[src/rtl/instruction_cache_responder_if.sv]
// Fetch-side block request/response and instruction-memory refill bus
// of the direct-mapped instruction cache.
interface instruction_cache_responder_if #(
   parameter int unsigned DATA_WIDTH    = 32,
   parameter int unsigned ADDRESS_WIDTH = 32
);
   logic [ADDRESS_WIDTH-1:0]  PC_in;
   logic                      Rd_en;
   logic                      Abort;
   logic [4*DATA_WIDTH-1:0]   Dout;
   logic                      Dout_valid;
   logic                      mem_req;
   logic [ADDRESS_WIDTH-1:0]  mem_addr;
   logic                      mem_ack;
   logic                      mem_rvalid;
   logic [DATA_WIDTH-1:0]     mem_rdata;

   // master: fetch unit plus instruction memory; slave: the cache
   modport master (
      output PC_in, Rd_en, Abort, mem_ack, mem_rvalid, mem_rdata,
      input  Dout, Dout_valid, mem_req, mem_addr
   );

   modport slave (
      input  PC_in, Rd_en, Abort, mem_ack, mem_rvalid, mem_rdata,
      output Dout, Dout_valid, mem_req, mem_addr
   );
endinterface

[src/rtl/instruction_cache_responder.sv]
// Direct-mapped 4-word-block instruction cache with request/beat refill.
// Define ICACHE_PERF_CNT_EN to build the hit/miss performance counters.
module instruction_cache_responder #(
   parameter int unsigned DATA_WIDTH    = 32,
   parameter int unsigned ADDRESS_WIDTH = 32,
   parameter int unsigned INDEX_WIDTH   = 4
) (
   input  logic                           clk,
   input  logic                           reset,
   instruction_cache_responder_if.slave   bus,
   output logic [31:0]                    hit_count,
   output logic [31:0]                    miss_count
);
   localparam int unsigned LINES     = 1 << INDEX_WIDTH;
   localparam int unsigned TAG_WIDTH = ADDRESS_WIDTH - INDEX_WIDTH - 2;

   typedef enum logic [1:0] {IDLE, REQ, FILL, DRAIN} state_t;
   typedef logic [3:0][DATA_WIDTH-1:0] line_t;

   state_t                   state_q, state_d;
   logic [ADDRESS_WIDTH-1:0] addr_q, addr_d;
   logic [1:0]               beat_q, beat_d;
   logic [2:0][DATA_WIDTH-1:0] buf_q, buf_d;

   logic [LINES-1:0]         valid_q;
   logic [TAG_WIDTH-1:0]     tag_q  [LINES];
   line_t                    data_q [LINES];

   logic [INDEX_WIDTH-1:0]   idx, fill_idx;
   logic [TAG_WIDTH-1:0]     tag, fill_tag;
   logic                     hit, line_we;
   logic                     unused_pc_bits;

   assign idx            = bus.PC_in[INDEX_WIDTH+1:2];
   assign tag            = bus.PC_in[ADDRESS_WIDTH-1:INDEX_WIDTH+2];
   assign fill_idx       = addr_q[INDEX_WIDTH+1:2];
   assign fill_tag       = addr_q[ADDRESS_WIDTH-1:INDEX_WIDTH+2];
   assign unused_pc_bits = ^bus.PC_in[1:0];

   assign hit = bus.Rd_en && !bus.Abort && (state_q == IDLE) &&
                valid_q[idx] && (tag_q[idx] == tag);

   assign bus.Dout_valid = hit;
   assign bus.Dout       = hit ? data_q[idx] : '0;
   assign bus.mem_req    = (state_q == REQ);
   assign bus.mem_addr   = addr_q;

   always_comb begin
      state_d = state_q;
      addr_d  = addr_q;
      beat_d  = beat_q;
      buf_d   = buf_q;
      line_we = 1'b0;
      unique case (state_q)
         IDLE: begin
            if (bus.Rd_en && !bus.Abort && !hit) begin
               state_d = REQ;
               addr_d  = {bus.PC_in[ADDRESS_WIDTH-1:2], 2'b00};
               beat_d  = '0;
            end
         end
         REQ: begin
            if (bus.mem_ack)    state_d = bus.Abort ? DRAIN : FILL;
            else if (bus.Abort) state_d = IDLE;
         end
         FILL: begin
            if (bus.mem_rvalid) begin
               beat_d = beat_q + 2'd1;
               unique case (beat_q)
                  2'd0:    buf_d[0] = bus.mem_rdata;
                  2'd1:    buf_d[1] = bus.mem_rdata;
                  2'd2:    buf_d[2] = bus.mem_rdata;
                  default: ;
               endcase
            end
            // A beat arriving with Abort is still consumed; if it was the last one there is nothing left to drain
            if (bus.Abort)
               state_d = (bus.mem_rvalid && beat_q == 2'd3) ? IDLE : DRAIN;
            else if (bus.mem_rvalid && beat_q == 2'd3) begin
               line_we = 1'b1;
               state_d = IDLE;
            end
         end
         DRAIN: begin
            if (bus.mem_rvalid) begin
               beat_d = beat_q + 2'd1;
               if (beat_q == 2'd3) state_d = IDLE;
            end
         end
         default: state_d = IDLE;
      endcase
   end

   always_ff @(posedge clk or posedge reset) begin
      if (reset) begin
         state_q <= IDLE;
         addr_q  <= '0;
         beat_q  <= '0;
         buf_q   <= '0;
         valid_q <= '0;
      end else begin
         state_q <= state_d;
         addr_q  <= addr_d;
         beat_q  <= beat_d;
         buf_q   <= buf_d;
         if (line_we) valid_q[fill_idx] <= 1'b1;
      end
   end

   always_ff @(posedge clk) begin
      if (line_we) begin
         tag_q[fill_idx]  <= fill_tag;
         data_q[fill_idx] <= {bus.mem_rdata, buf_q};
      end
   end

`ifdef ICACHE_PERF_CNT_EN
   logic [31:0] hit_cnt_q, miss_cnt_q;

   always_ff @(posedge clk or posedge reset) begin
      if (reset) begin
         hit_cnt_q  <= '0;
         miss_cnt_q <= '0;
      end else begin
         if (hit) hit_cnt_q <= hit_cnt_q + 32'd1;
         if (state_q == IDLE && state_d == REQ) miss_cnt_q <= miss_cnt_q + 32'd1;
      end
   end

   assign hit_count  = hit_cnt_q;
   assign miss_count = miss_cnt_q;
`else
   assign hit_count  = '0;
   assign miss_count = '0;
`endif
endmodule

[src/flat_wrapper.sv]
// flat-port wrapper written by rule: the top's interface ports become plain ports
module instruction_cache_responder_flat 
#(
   parameter int unsigned DATA_WIDTH    = 32,
   parameter int unsigned ADDRESS_WIDTH = 32,
   parameter int unsigned INDEX_WIDTH   = 4
)
  (clk, reset, hit_count, miss_count, bus_PC_in, bus_Rd_en, bus_Abort, bus_mem_ack, bus_mem_rvalid, bus_mem_rdata, bus_Dout, bus_Dout_valid, bus_mem_req, bus_mem_addr);
  instruction_cache_responder_if #(.DATA_WIDTH(DATA_WIDTH), .ADDRESS_WIDTH(ADDRESS_WIDTH)) bus_i ();
  input  logic clk;
  input  logic reset;
  output logic [31:0] hit_count;
  output logic [31:0] miss_count;
  input wire logic [$bits(bus_i.PC_in)-1:0] bus_PC_in;
  input wire logic [$bits(bus_i.Rd_en)-1:0] bus_Rd_en;
  input wire logic [$bits(bus_i.Abort)-1:0] bus_Abort;
  input wire logic [$bits(bus_i.mem_ack)-1:0] bus_mem_ack;
  input wire logic [$bits(bus_i.mem_rvalid)-1:0] bus_mem_rvalid;
  input wire logic [$bits(bus_i.mem_rdata)-1:0] bus_mem_rdata;
  output wire logic [$bits(bus_i.Dout)-1:0] bus_Dout;
  output wire logic [$bits(bus_i.Dout_valid)-1:0] bus_Dout_valid;
  output wire logic [$bits(bus_i.mem_req)-1:0] bus_mem_req;
  output wire logic [$bits(bus_i.mem_addr)-1:0] bus_mem_addr;
  assign bus_i.PC_in = bus_PC_in;
  assign bus_i.Rd_en = bus_Rd_en;
  assign bus_i.Abort = bus_Abort;
  assign bus_i.mem_ack = bus_mem_ack;
  assign bus_i.mem_rvalid = bus_mem_rvalid;
  assign bus_i.mem_rdata = bus_mem_rdata;
  assign bus_Dout = bus_i.Dout;
  assign bus_Dout_valid = bus_i.Dout_valid;
  assign bus_mem_req = bus_i.mem_req;
  assign bus_mem_addr = bus_i.mem_addr;
  instruction_cache_responder #(.DATA_WIDTH(DATA_WIDTH), .ADDRESS_WIDTH(ADDRESS_WIDTH), .INDEX_WIDTH(INDEX_WIDTH)) u_core (.clk(clk), .reset(reset), .bus(bus_i), .hit_count(hit_count), .miss_count(miss_count));
endmodule
[config.mk]
export PLATFORM = sky130hd
export DESIGN_NAME = instruction_cache_responder_flat
export DESIGN_NICKNAME = d
export VERILOG_FILES = /design/src/rtl/instruction_cache_responder_if.sv /design/src/rtl/instruction_cache_responder.sv /design/src/flat_wrapper.sv
export SDC_FILE = /design/constraint.sdc
export NUM_CORES = 2
export LEC_CHECK = 0
export BUFFER_PORTS_ARGS = -buffer_cell sky130_fd_sc_hd__clkbuf_2
export CORE_ASPECT_RATIO = 1.5
export CORE_MARGIN = 1.5
export CORE_UTILIZATION = 50
export CTS_CLUSTER_SIZE = 16
export DETAILED_ROUTE_END_ITERATION = 6
export PLACE_DENSITY = 0.66
export SETUP_SLACK_MARGIN = 0.15
export SLEW_MARGIN = 20
export SYNTH_ARGS = -nofsm -noshare
export SYNTH_HDL_FRONTEND = slang
export SYNTH_SLANG_ARGS = --single-unit
export TNS_END_PERCENT = 20
[constraint.sdc]
create_clock -name clk -period 40.1 [get_ports clk]
set_input_delay 8.02 -clock clk [delete_from_list [all_inputs] [get_ports clk]]
set_output_delay 8.02 -clock clk [all_outputs]
set_load 0.1 [all_outputs]
==> flow_summary.yaml <==
floorplan:
  initial_core_util: 0.503
  die_h_um: 553
  chipWidth_um: 370
  dieArea_um2: 204000
  num_rows: 201
  core_area_um2: 200000
  io_pins: 296
grt:
  grt_antenna_before_repair: 31
  grt_use_total: 0.233
  gr-total-overflow: 0
  grt_start_max_net_pins: 115
  grt_pass1_wl_um: 340000
  grt_pass1_vias: 48100
sta:
  period_share: 0.566
  rsz0062_at_grt: "false"
  final-max-slew-violation-count: 0
  slew_headroom: 0.234
  tns_ns: 0
  final_hold_viol_count: 0
  max_freq_mhz: 44.1
  skew_ns: 0.0691
  worstMarginPinSlew_ns: 1.15
  whs_ns: 0.464
  setup_viol: 0
  min_period_ns: 22.69
status:
  status: "finished clean"
power:
  p_per_area_nw_per_um2: 56.0
  p_total_w: 0.00628
  p_leak_nw: 36.0
  vdd_drop_max_v: 0.0000586
finish:
  design_area_um2: 112000
  n_fill_cell: 14700
  finalNetCount: 4683
  seq_area_um2: 77600
  syn2layout_area_growth_pct: 11.2
  drive_above_1_share: 0.317
  multi_input_comb_area_um2: 21800
hold_path:
  holdPathStages: 1
  min_path_type: "register to register"
  holdPathEnd: "u_core.valid_q[4]"
  min_from: "u_core.valid_q[4]"
worst_setup_path:
  cp_num_buf_inv: 6
  cp-end-kind: "output port"
  r2r_end: "u_core.data_q[2][62]"
  crit_chain: "buf_8 -> buf_4 -> buf_4 -> mux4_2 -> a22oi_1 -> nand2_1 -> xnor2_1 -> or3b_1 -> nor3_1 -> and4_4 -> buf_4 -> buf_4 -> and2_1 -> clkbuf_2"
  worst_setup_path_start_kind: "input port"
  cp_top_family: "buffers and inverters"
  cp_slowest_cell: "buf_4"
  crit_fanout: 71
  reg2reg_slack_ns: 35.80
  arrival_ns: 14.67
  crit_required_ns: 32.08
  cp_common_cell: "buf_4"
  r2r_start: "u_core.state_q[0]"
  critical_path_class: "input port to output port"
  cpPeakStageDelay_ns: 0.91
  r2r_cells: 7
synth:
  synth_area_leader_cell: "edfxtp_1"
  synth-edff-count: 2464
  ys_ff_latch: 2610
  yosysTopAreaCellShare: 0.734
  seq_area_frac_synth: 0.770
  avgSynthCellArea_um2: 23.5
  syn_area_um2: 101000
  synth_area_leaders: "edfxtp_1 (73%), mux4_2 (16%), dfrtp_1 (3.6%), mux2_2 (1.1%), and2_1 (0.83%)"
  synthCells: 4297
  synth.most_common_cell: "edfxtp_1"
  yosys_warnings: 0
  ys.flop_type: "edfxtp_1"
  synth_cell_types: 65
  synth_common_cells: "edfxtp_1 (2464), mux4_2 (738), dfrtp_1 (146), and2_1 (133), clkbuf_1 (103)"
  postSynth.asyncResetShare: 0.0559
routing:
  drc: 0
  ant_nets: 0
  wl_per_cell_um: 32.0
  wl_met3_um: 19200
  top_layer: "met5"
  dr.pass1.iters: 5
  viasPerCell: 6.25
  vias: 46500
  drt-met1-wl_um: 95700
  finalWirelength_um: 238000
  drtIter0Drc: 5400
  route.met2.wl_um: 117000
job:
  drv_cap: 0
clock_network:
  cts-root-buf: "clkbuf_16"
  htree_num_levels: 4
  ctsResizeCount: 0
  cts.path.max_buffers: 4
  cts_sinks: 2610
  cts_tree: "built"
  cts_setup_buffers: 0
  cts_buffers: 230
  clk_latency_ns: 0.88
  clk_pin_slew_ns: 0.06
  cts_hold_buf: 0
placement:
  dpl_cell_area_um2: 105000
  gp_congestion: 0.778
  port_buffers: 227
  dpl.hpwl_um: 118000
-- cells by family after synthesis --
kind of cell | share of synthesized area
compound gates | 0.0101
xor+xnor | 0.00269
fa+ha+maj | 0.000497
buf+inv | 0.0172
flops | 0.770
mux | 0.181
other cells | 0.0000372
simple gates | 0.0176
-- through the flow --
stage                     worst slack [ns]   util  instances
after global routing                 17.08  0.560       7438
after global placement               17.17  0.523       7014
final                                17.41  0.560       7444
after detailed placement             17.11  0.523       7014
after CTS                            17.10  0.559       7435
after floorplan                      19.92      -       4362
-- how the worst max path moves through the flow --
stage                       startpoint                 to  cells after the start
final                     bus_PC_in[3]      bus_Dout[105]                     14
after global routing      bus_PC_in[3]      bus_Dout[105]                     14
after CTS                 bus_PC_in[5]       bus_Dout[94]                     15
after detailed placement  bus_PC_in[5]       bus_Dout[94]                     15
after global placement    bus_PC_in[5]       bus_Dout[94]                     14
after floorplan              bus_Abort  u_core.valid_q[0]                      5
-- per-layer routing --
layer | global-route usage | vias to the layer above
met1 | 0.330 | 25400
met3 | 0.0409 | 338
li1 | - | 18700
met4 | 0.0612 | 10
met2 | 0.378 | 2073
met5 | 0 | -
-- power breakdown --
group          internal (W)  switching [W]  total (W)
Sequential          0.00336       0.000299    0.00365
Combinational      0.000164       0.000318   0.000482
Clock               0.00118       0.000963    0.00214
Total               0.00470        0.00158    0.00628
-- final cells by class --
class | instances | share of cell area
Multi-Input combinational cell | 1444 | 0.194
Inverter | 11 | 0.000502
Antenna cell | 7 | 0.000156
Sequential cell | 2610 | 0.693
Clock buffer | 326 | 0.0580
Clock inverter | 95 | 0.00649
Tap cell | 2639 | 0.0295
Timing Repair Buffer | 312 | 0.0181
-- placed cells by master (no fill, tap or decap), drive strengths merged, types with 5 or more instances in the layout --
master,n
edfxtp,2464
mux4,738
clkbuf,550
dfrtp,146
and2,133
mux2,101
buf,88
clkinv,73
conb,66
nand2,54
mux2i,53
nand3,35
o211ai,33
o311ai,30
nor2,24
xnor2,19
inv,18
or2,17
a22oi,13
nor2b,13
xor2,12
o21ai,10
a21oi,9
bufinv,8
diode,7
nand3b,7
a31oi,7
clkinvlp,7
nor3,7
nand4,6
nand2b,5
-- state kept, by name, summed over array words and instances, names as in the netlist --
register,count
u_core.data_q,2048
u_core.tag_q,416
u_core.buf_q,96
u_core.bus.mem_addr,30
u_core.valid_q,16
u_core.beat_q,2
u_core.state_q,2
(Power assumes the default switching activity.)
